--- src/rtl/instr_fetch_pkg.sv ---
`default_nettype none
// +----------------------------------------------------------------------------+
// | instr_fetch_pkg: phase codes, fetch FSM states, fault codes and helpers.    |
// | Rev 1.0                                                                    |
// +----------------------------------------------------------------------------+
package instr_fetch_pkg;

  localparam logic [4:0] PH_F = 5'b00001;
  localparam logic [4:0] PH_D = 5'b00010;
  localparam logic [4:0] PH_E = 5'b00100;
  localparam logic [4:0] PH_M = 5'b01000;
  localparam logic [4:0] PH_W = 5'b10000;

  typedef enum logic [1:0] {
    IF_IDLE  = 2'b00,
    IF_REQ   = 2'b01,
    IF_FAULT = 2'b10
  } if_state_e;

  localparam logic [1:0] IF_FLT_NONE  = 2'b00;
  localparam logic [1:0] IF_FLT_ALIGN = 2'b01;
  localparam logic [1:0] IF_FLT_TMO   = 2'b10;

  function automatic logic word_aligned(input logic [1:0] addr_lsbs);
    return addr_lsbs == 2'b00;
  endfunction

  function automatic int timer_width(input int limit);
    return (limit < 1) ? 1 : $clog2(limit + 1);
  endfunction

endpackage
`default_nettype wire

--- src/rtl/instr_fetch_timer.sv ---
`default_nettype none
// +----------------------------------------------------------------------------+
// | fetch_timer: saturating cycle counter with clear, enable and expire flag.  |
// | Rev 1.0                                                                    |
// +----------------------------------------------------------------------------+
module fetch_timer
  import instr_fetch_pkg::*;
#(
  parameter int LIMIT = 255,
  parameter int W     = timer_width(LIMIT)
) (
  input  logic clk,
  input  logic n_rst,
  input  logic clr,
  input  logic en,
  output logic expired
);

  logic [W-1:0] count_q;
  logic [W-1:0] count_d;

  always_comb begin
    count_d = count_q;
    if (clr) begin
      count_d = '0;
    end else if (en && (count_q != {W{1'b1}})) begin
      count_d = count_q + W'(1);
    end
  end

  always_ff @(posedge clk or negedge n_rst) begin
    if (!n_rst) begin
      count_q <= '0;
    end else begin
      count_q <= count_d;
    end
  end

  // A limit of zero means the timer never expires.
  assign expired = (LIMIT != 0) && (count_q == W'(LIMIT));

endmodule
`default_nettype wire

--- src/rtl/instr_fetch.sv ---
`default_nettype none
// +----------------------------------------------------------------------------+
// | instr_fetch: PH_F-triggered req/ack instruction read into the IR, with     |
// | sticky misalignment and timeout faults.  Rev 1.0                           |
// +----------------------------------------------------------------------------+
module instr_fetch
  import instr_fetch_pkg::*;
#(
  parameter int TIMEOUT = 255
) (
  input  logic        clk,
  input  logic        n_rst,
  input  logic        hlt,
  input  logic [4:0]  phase,
  input  logic [31:0] pc,
  output logic        imem_req,
  output logic [31:0] imem_addr,
  input  logic [31:0] imem_rdata,
  input  logic        imem_ack,
  output logic [31:0] ir,
  output logic        ir_valid,
  output logic        fetch_busy,
  output logic        fetch_fault,
  output logic [1:0]  fault_cause
);

  if_state_e   state_q,       state_d;
  logic        imem_req_q,    imem_req_d;
  logic [31:0] imem_addr_q,   imem_addr_d;
  logic [31:0] ir_q,          ir_d;
  logic        ir_valid_q,    ir_valid_d;
  logic        fetch_fault_q, fetch_fault_d;
  logic [1:0]  fault_cause_q, fault_cause_d;

  logic tmr_clr;
  logic tmr_expired;

  // Counter sits at zero outside REQ, so it starts from zero on entry.
  assign tmr_clr = hlt || (state_q != IF_REQ);

  fetch_timer #(
    .LIMIT (TIMEOUT)
  ) u_timer (
    .clk     (clk),
    .n_rst   (n_rst),
    .clr     (tmr_clr),
    .en      (!imem_ack),
    .expired (tmr_expired)
  );

  always_comb begin
    state_d       = state_q;
    imem_req_d    = imem_req_q;
    imem_addr_d   = imem_addr_q;
    ir_d          = ir_q;
    ir_valid_d    = 1'b0;
    fetch_fault_d = fetch_fault_q;
    fault_cause_d = fault_cause_q;

    if (hlt) begin
      state_d       = IF_IDLE;
      imem_req_d    = 1'b0;
      imem_addr_d   = '0;
      ir_d          = '0;
      fetch_fault_d = 1'b0;
      fault_cause_d = IF_FLT_NONE;
    end else begin
      case (state_q)
        IF_IDLE: begin
          if (phase == PH_F) begin
            if (word_aligned(pc[1:0])) begin
              imem_addr_d = pc;
              imem_req_d  = 1'b1;
              state_d     = IF_REQ;
            end else begin
              fetch_fault_d = 1'b1;
              fault_cause_d = IF_FLT_ALIGN;
              state_d       = IF_FAULT;
            end
          end
        end
        IF_REQ: begin
          // Ack takes priority over an expiring timer in the same cycle.
          if (imem_ack) begin
            ir_d       = imem_rdata;
            ir_valid_d = 1'b1;
            imem_req_d = 1'b0;
            state_d    = IF_IDLE;
          end else if (tmr_expired) begin
            imem_req_d    = 1'b0;
            fetch_fault_d = 1'b1;
            fault_cause_d = IF_FLT_TMO;
            state_d       = IF_FAULT;
          end
        end
        IF_FAULT: begin
          state_d = IF_FAULT;
        end
        default: begin
          state_d = IF_IDLE;
        end
      endcase
    end
  end

  always_ff @(posedge clk or negedge n_rst) begin
    if (!n_rst) begin
      state_q       <= IF_IDLE;
      imem_req_q    <= 1'b0;
      imem_addr_q   <= '0;
      ir_q          <= '0;
      ir_valid_q    <= 1'b0;
      fetch_fault_q <= 1'b0;
      fault_cause_q <= IF_FLT_NONE;
    end else begin
      state_q       <= state_d;
      imem_req_q    <= imem_req_d;
      imem_addr_q   <= imem_addr_d;
      ir_q          <= ir_d;
      ir_valid_q    <= ir_valid_d;
      fetch_fault_q <= fetch_fault_d;
      fault_cause_q <= fault_cause_d;
    end
  end

  assign imem_req    = imem_req_q;
  assign imem_addr   = imem_addr_q;
  assign ir          = ir_q;
  assign ir_valid    = ir_valid_q;
  assign fetch_busy  = (state_q == IF_REQ);
  assign fetch_fault = fetch_fault_q;
  assign fault_cause = fault_cause_q;

endmodule
`default_nettype wire

--- config.mk ---
export PLATFORM = sky130hd
export DESIGN_NAME = instr_fetch
export DESIGN_NICKNAME = d
export VERILOG_FILES = /design/src/rtl/instr_fetch_pkg.sv /design/src/rtl/instr_fetch_timer.sv /design/src/rtl/instr_fetch.sv
export SDC_FILE = /design/constraint.sdc
export NUM_CORES = 1
export LEC_CHECK = 0
export CAP_MARGIN = 20
export CELL_PAD_IN_SITES_DETAIL_PLACEMENT = 1
export CELL_PAD_IN_SITES_GLOBAL_PLACEMENT = 1
export CORE_MARGIN = 3
export CORE_UTILIZATION = 33
export CTS_BUF_LIST = sky130_fd_sc_hd__clkbuf_4
export CTS_CLUSTER_DIAMETER = 120
export DETAILED_ROUTE_END_ITERATION = 10
export PLACE_DENSITY = 0.94
export SLEW_MARGIN = 20
export SYNTH_ARGS = -nofsm -noshare
export SYNTH_HDL_FRONTEND = slang
export SYNTH_SLANG_ARGS = --single-unit
--- constraint.sdc ---
create_clock -name clk -period 1.7 [get_ports clk]
set_input_delay 0.34 -clock clk [delete_from_list [all_inputs] [get_ports clk]]
set_output_delay 0.34 -clock clk [all_outputs]
set_load 0.01 [all_outputs]
==> metrics.json, run 1 <==
{
  "overflow_left_after_global_routing": {"value": 0},
  "post-route-min-period": {"value": 1650, "unit": "ps"},
  "grt_antenna_before_repair": {"value": 0},
  "antenna_cells_inserted": {"value": 0},
  "die_area": {"value": 11200, "unit": "sq um"},
  "floorplan.core_area": {"value": 9460, "unit": "sq um"},
  "gp_routability_congestion": {"value": 0.799},
  "timing.hold.worst_path_depth": {"value": 3},
  "drv.max_cap_violation_count": {"value": 0},
  "groute.usage.overall": {"value": 18.1, "unit": "%"},
  "drive_above_1_share": {"value": 12.7, "unit": "%"},
  "async_reset_ff_share": {"value": 100, "unit": "%"},
  "grt_pass1_wl": {"value": 16200, "unit": "um"},
  "whs_endpoint": {"value": "imem_addr[7]$_DFFE_PN0P_"},
  "drt_wl_total": {"value": 10100, "unit": "um"},
  "timing.slew.headroom": {"value": 71.0, "unit": "%"},
  "crit_type": {"value": "reg2out"},
  "mappedNetlistNets": {"value": 357},
  "design.final.nets": {"value": 518},
  "clock-root-buffer": {"value": "clkbuf_4"},
  "initial_utilization": {"value": 34.8, "unit": "%"},
  "yosys_warnings": {"value": 0},
  "grt_start_max_net_pins": {"value": 80},
  "fillers": {"value": 1058},
  "detailroute.via_count": {"value": 2781},
  "clk_pin_slew": {"value": 140, "unit": "ps"},
  "r2r.worst_path.cells": {"value": 5},
  "area.sequential": {"value": 1980, "unit": "sq um"},
  "multi_input_area": {"value": 1210, "unit": "sq um"},
  "worst_ep_required_time": {"value": 1360, "unit": "ps"},
  "synth_largest_area_cell": {"value": "dfrtp_1"},
  "numCtsBuffers": {"value": 9},
  "vdd.ir_drop.worst": {"value": 0.418, "unit": "mV"},
  "hp-class": {"value": "in2reg"},
  "top_level_ports": {"value": 143},
  "worstSkewPairLatency": {"value": 420, "unit": "ps"},
  "top_family_by_delay_on_critical_path": {"value": "buffers and inverters"},
  "fin_hold_viols": {"value": 0},
  "achievable-frequency": {"value": 606, "unit": "MHz"},
  "worst_path_max_delay_cell": {"value": "clkdlybuf4s50_1"},
  "critical_path_buf_inv_count": {"value": 1},
  "clock_tree_sinks": {"value": 79},
  "dominantRegCellSynth": {"value": "dfrtp_1"},
  "power.density_cell_area": {"value": 757, "unit": "nW/um^2"},
  "power.leakage": {"value": 2.73, "unit": "nW"},
  "setup.worst_path.start_class": {"value": "flop"},
  "synth_area_leaders": {"value": "dfrtp_1, a22o_1, nand2b_1"},
  "clock_tree.htree_level_count": {"value": 3},
  "drt_first_pass_iters": {"value": 4},
  "cts_tree": {"value": "built"},
  "timing.rr.end": {"value": "u_timer.count_q[4]$_DFFE_PN0P_"},
  "ys_seq_area_share": {"value": 60.1, "unit": "%"},
  "share_of_the_synthesized_area_in_the_top_cell_type": {"value": 60.1, "unit": "%"},
  "yosys.cell_types.count": {"value": 45},
  "std_cell_rows": {"value": 35},
  "postSynthAreaPerCell": {"value": 11.6, "unit": "sq um"},
  "synthesis.area": {"value": 3290, "unit": "sq um"},
  "cp_cell_sequence": {"value": "clkdlybuf4s50_1"},
  "critical_path.startpoint": {"value": "ir[27]$_DFFE_PN0P_"},
  "die_h": {"value": 106, "unit": "um"},
  "wl_per_cell": {"value": 17.5, "unit": "um"},
  "totalNegativeSetupSlack": {"value": 0, "unit": "ps"},
  "synth-edff-count": {"value": 0},
  "outcome": {"value": "complete, no violations"},
  "antenna_left": {"value": 0},
  "worstSetupEndpointType": {"value": "output port"},
  "worst_clock_skew": {"value": 10.5, "unit": "ps"},
  "vias_in_the_first_global_route": {"value": 3040},
  "min_from": {"value": "pc[7]"},
  "critical_path_peak_fanout": {"value": 2},
  "final_util": {"value": 54.9, "unit": "%"},
  "ratio_of_final_minimum_period_to_clock_period": {"value": 97.0, "unit": "%"},
  "syn_to_final_growth": {"value": 57.8, "unit": "%"},
  "remaining_drc_errors": {"value": 0},
  "reg2reg_slack": {"value": 70, "unit": "ps"},
  "post_synth_inst_count": {"value": 283},
  "die_x": {"value": 106, "unit": "um"},
  "critical-path-max-stage-delay": {"value": 540, "unit": "ps"},
  "tightestPinTransition": {"value": 435, "unit": "ps"},
  "timing_max_transition_violations_final": {"value": 0},
  "synth-seq-cells": {"value": 79},
  "cts-root-to-sink-buffers": {"value": 2},
  "dp.final_hpwl": {"value": 7200, "unit": "um"},
  "most-common-layout-cells": {"value": "dfrtp_1, clkdlybuf4s50_1, dlygate4sd2_1, nand2_1, a22o_1"},
  "final-setup-viol-count": {"value": 0},
  "worstPathArrival": {"value": 1310, "unit": "ps"},
  "worstSetupPathDepth": {"value": 1},
  "worst_r2r_startpoint": {"value": "u_timer.count_q[0]$_DFFE_PN0P_"},
  "final_common_cell": {"value": "dfrtp_1"},
  "detail_route.vias_per_cell": {"value": 4.81},
  "drt-initial-drc-count": {"value": 145},
  "placement.io_buffers": {"value": 142}
}
-- area by class of cell --
cell class	instances	area share, %
sequential	79	38.1
timing repair buffer	167	31.5
multi-input combinational	183	23.4
tap	129	3.11
clock inverter	7	2.31
clock buffer	9	1.30
inverter	4	0.289
-- worst max path at each step --
stage	slack, ps	to
5_1_grt	-10	u_timer.count_q[4]$_DFFE_PN0P_
6_report	50	ir[27]
4_1_cts	0.3	imem_addr[2]
2_1_floorplan	260	u_timer.count_q[4]$_DFFE_PN0P_
3_5_place_dp	-290	fetch_fault$_DFFE_PN0P_
3_3_place_gp	-190	fetch_fault$_DFFE_PN0P_
-- metrics by stage --
step                      power, mW  setup WS (ps)  instance area [sq um]  instances  hold WS [ps]
final                          3.93           51.0                   5190        578           452
after global placement         2.54           -187                   4940        552           393
after floorplan                2.16            259                   3290        283          44.4
after global routing           4.12          -13.6                   5190        578           444
after CTS                      3.99          0.284                   5100        572           430
after detailed placement       2.56           -293                   4940        552           398
-- power by group --
group	switching [mW]	internal, mW
registers	0.0323	1.94
clock network	0.691	0.749
logic	0.227	0.294
-- synthesized netlist by cell type (2+ instances only) --
| cell | n |
|---|---|
| a21oi_1 | 5 |
| a22o_1 | 32 |
| and2_1 | 3 |
| buf_2 | 10 |
| buf_6 | 4 |
| clkbuf_1 | 3 |
| dfrtp_1 | 79 |
| inv_1 | 3 |
| nand2_1 | 35 |
| nand2b_1 | 30 |
| nor2_1 | 8 |
| nor3_1 | 3 |
| o21a_1 | 2 |
| o21ai_0 | 2 |
| o21ai_1 | 31 |
| xor2_1 | 4 |
-- sequential cells by signal, indices dropped and copies added (netlist names) --
register and count:
ir 32, u_timer.count_q 8, imem_req 1, fetch_fault 1, fault_cause 2, state_q 2
imem_addr 32, ir_valid 1
-- metal layers --
layer | vias to the layer above | routed length (um) | track usage, %
li1 | 1302 | - | -
met1 | 1404 | 4130 | 21.4
met2 | 65 | 5520 | 33.6
met3 | 10 | 301 | 3.06
met4 | 0 | 148 | 5.46
met5 | - | 0 | 0
-- timing repair --
| item | CTS | global route |
|---|---|---|
| setup buffers | 3 | 6 |
| setup endpoints to repair | 51 | 18 |
| hold buffers | 1 | 0 |
| resized for setup | 53 | 17 |
| pin swaps | 0 | 0 |
| hold endpoints to repair | 79 | 0 |
-- cell families (layout without fill, tap and decap cells) --
family | count (synthesis) | after routing | synth area share (%)
flip-flops | 79 | 79 | 60.1
XOR/XNOR | 5 | 5 | 1.33
AO/OA/AOI/OAI | 80 | 80 | 17.3
adder cells (fa/ha/maj) | 1 | 1 | 0.380
AND/OR/NAND/NOR | 96 | 96 | 16.9
multiplexers | 1 | 1 | 0.304
buffers and inverters | 21 | 187 | 3.69
(Power assumes the default switching activity.)
==> run 2, diff against run 1 <==
--- a/config.mk
+++ b/config.mk
@@ -5,7 +5,7 @@
 export SDC_FILE = /design/constraint.sdc
 export NUM_CORES = 1
 export LEC_CHECK = 0
-export CAP_MARGIN = 20
+export CAP_MARGIN = 10
 export CELL_PAD_IN_SITES_DETAIL_PLACEMENT = 1
 export CELL_PAD_IN_SITES_GLOBAL_PLACEMENT = 1
 export CORE_MARGIN = 3
==> results of run 2 <==
The final DEF is identical to that of run 1; final timing and power are the same.
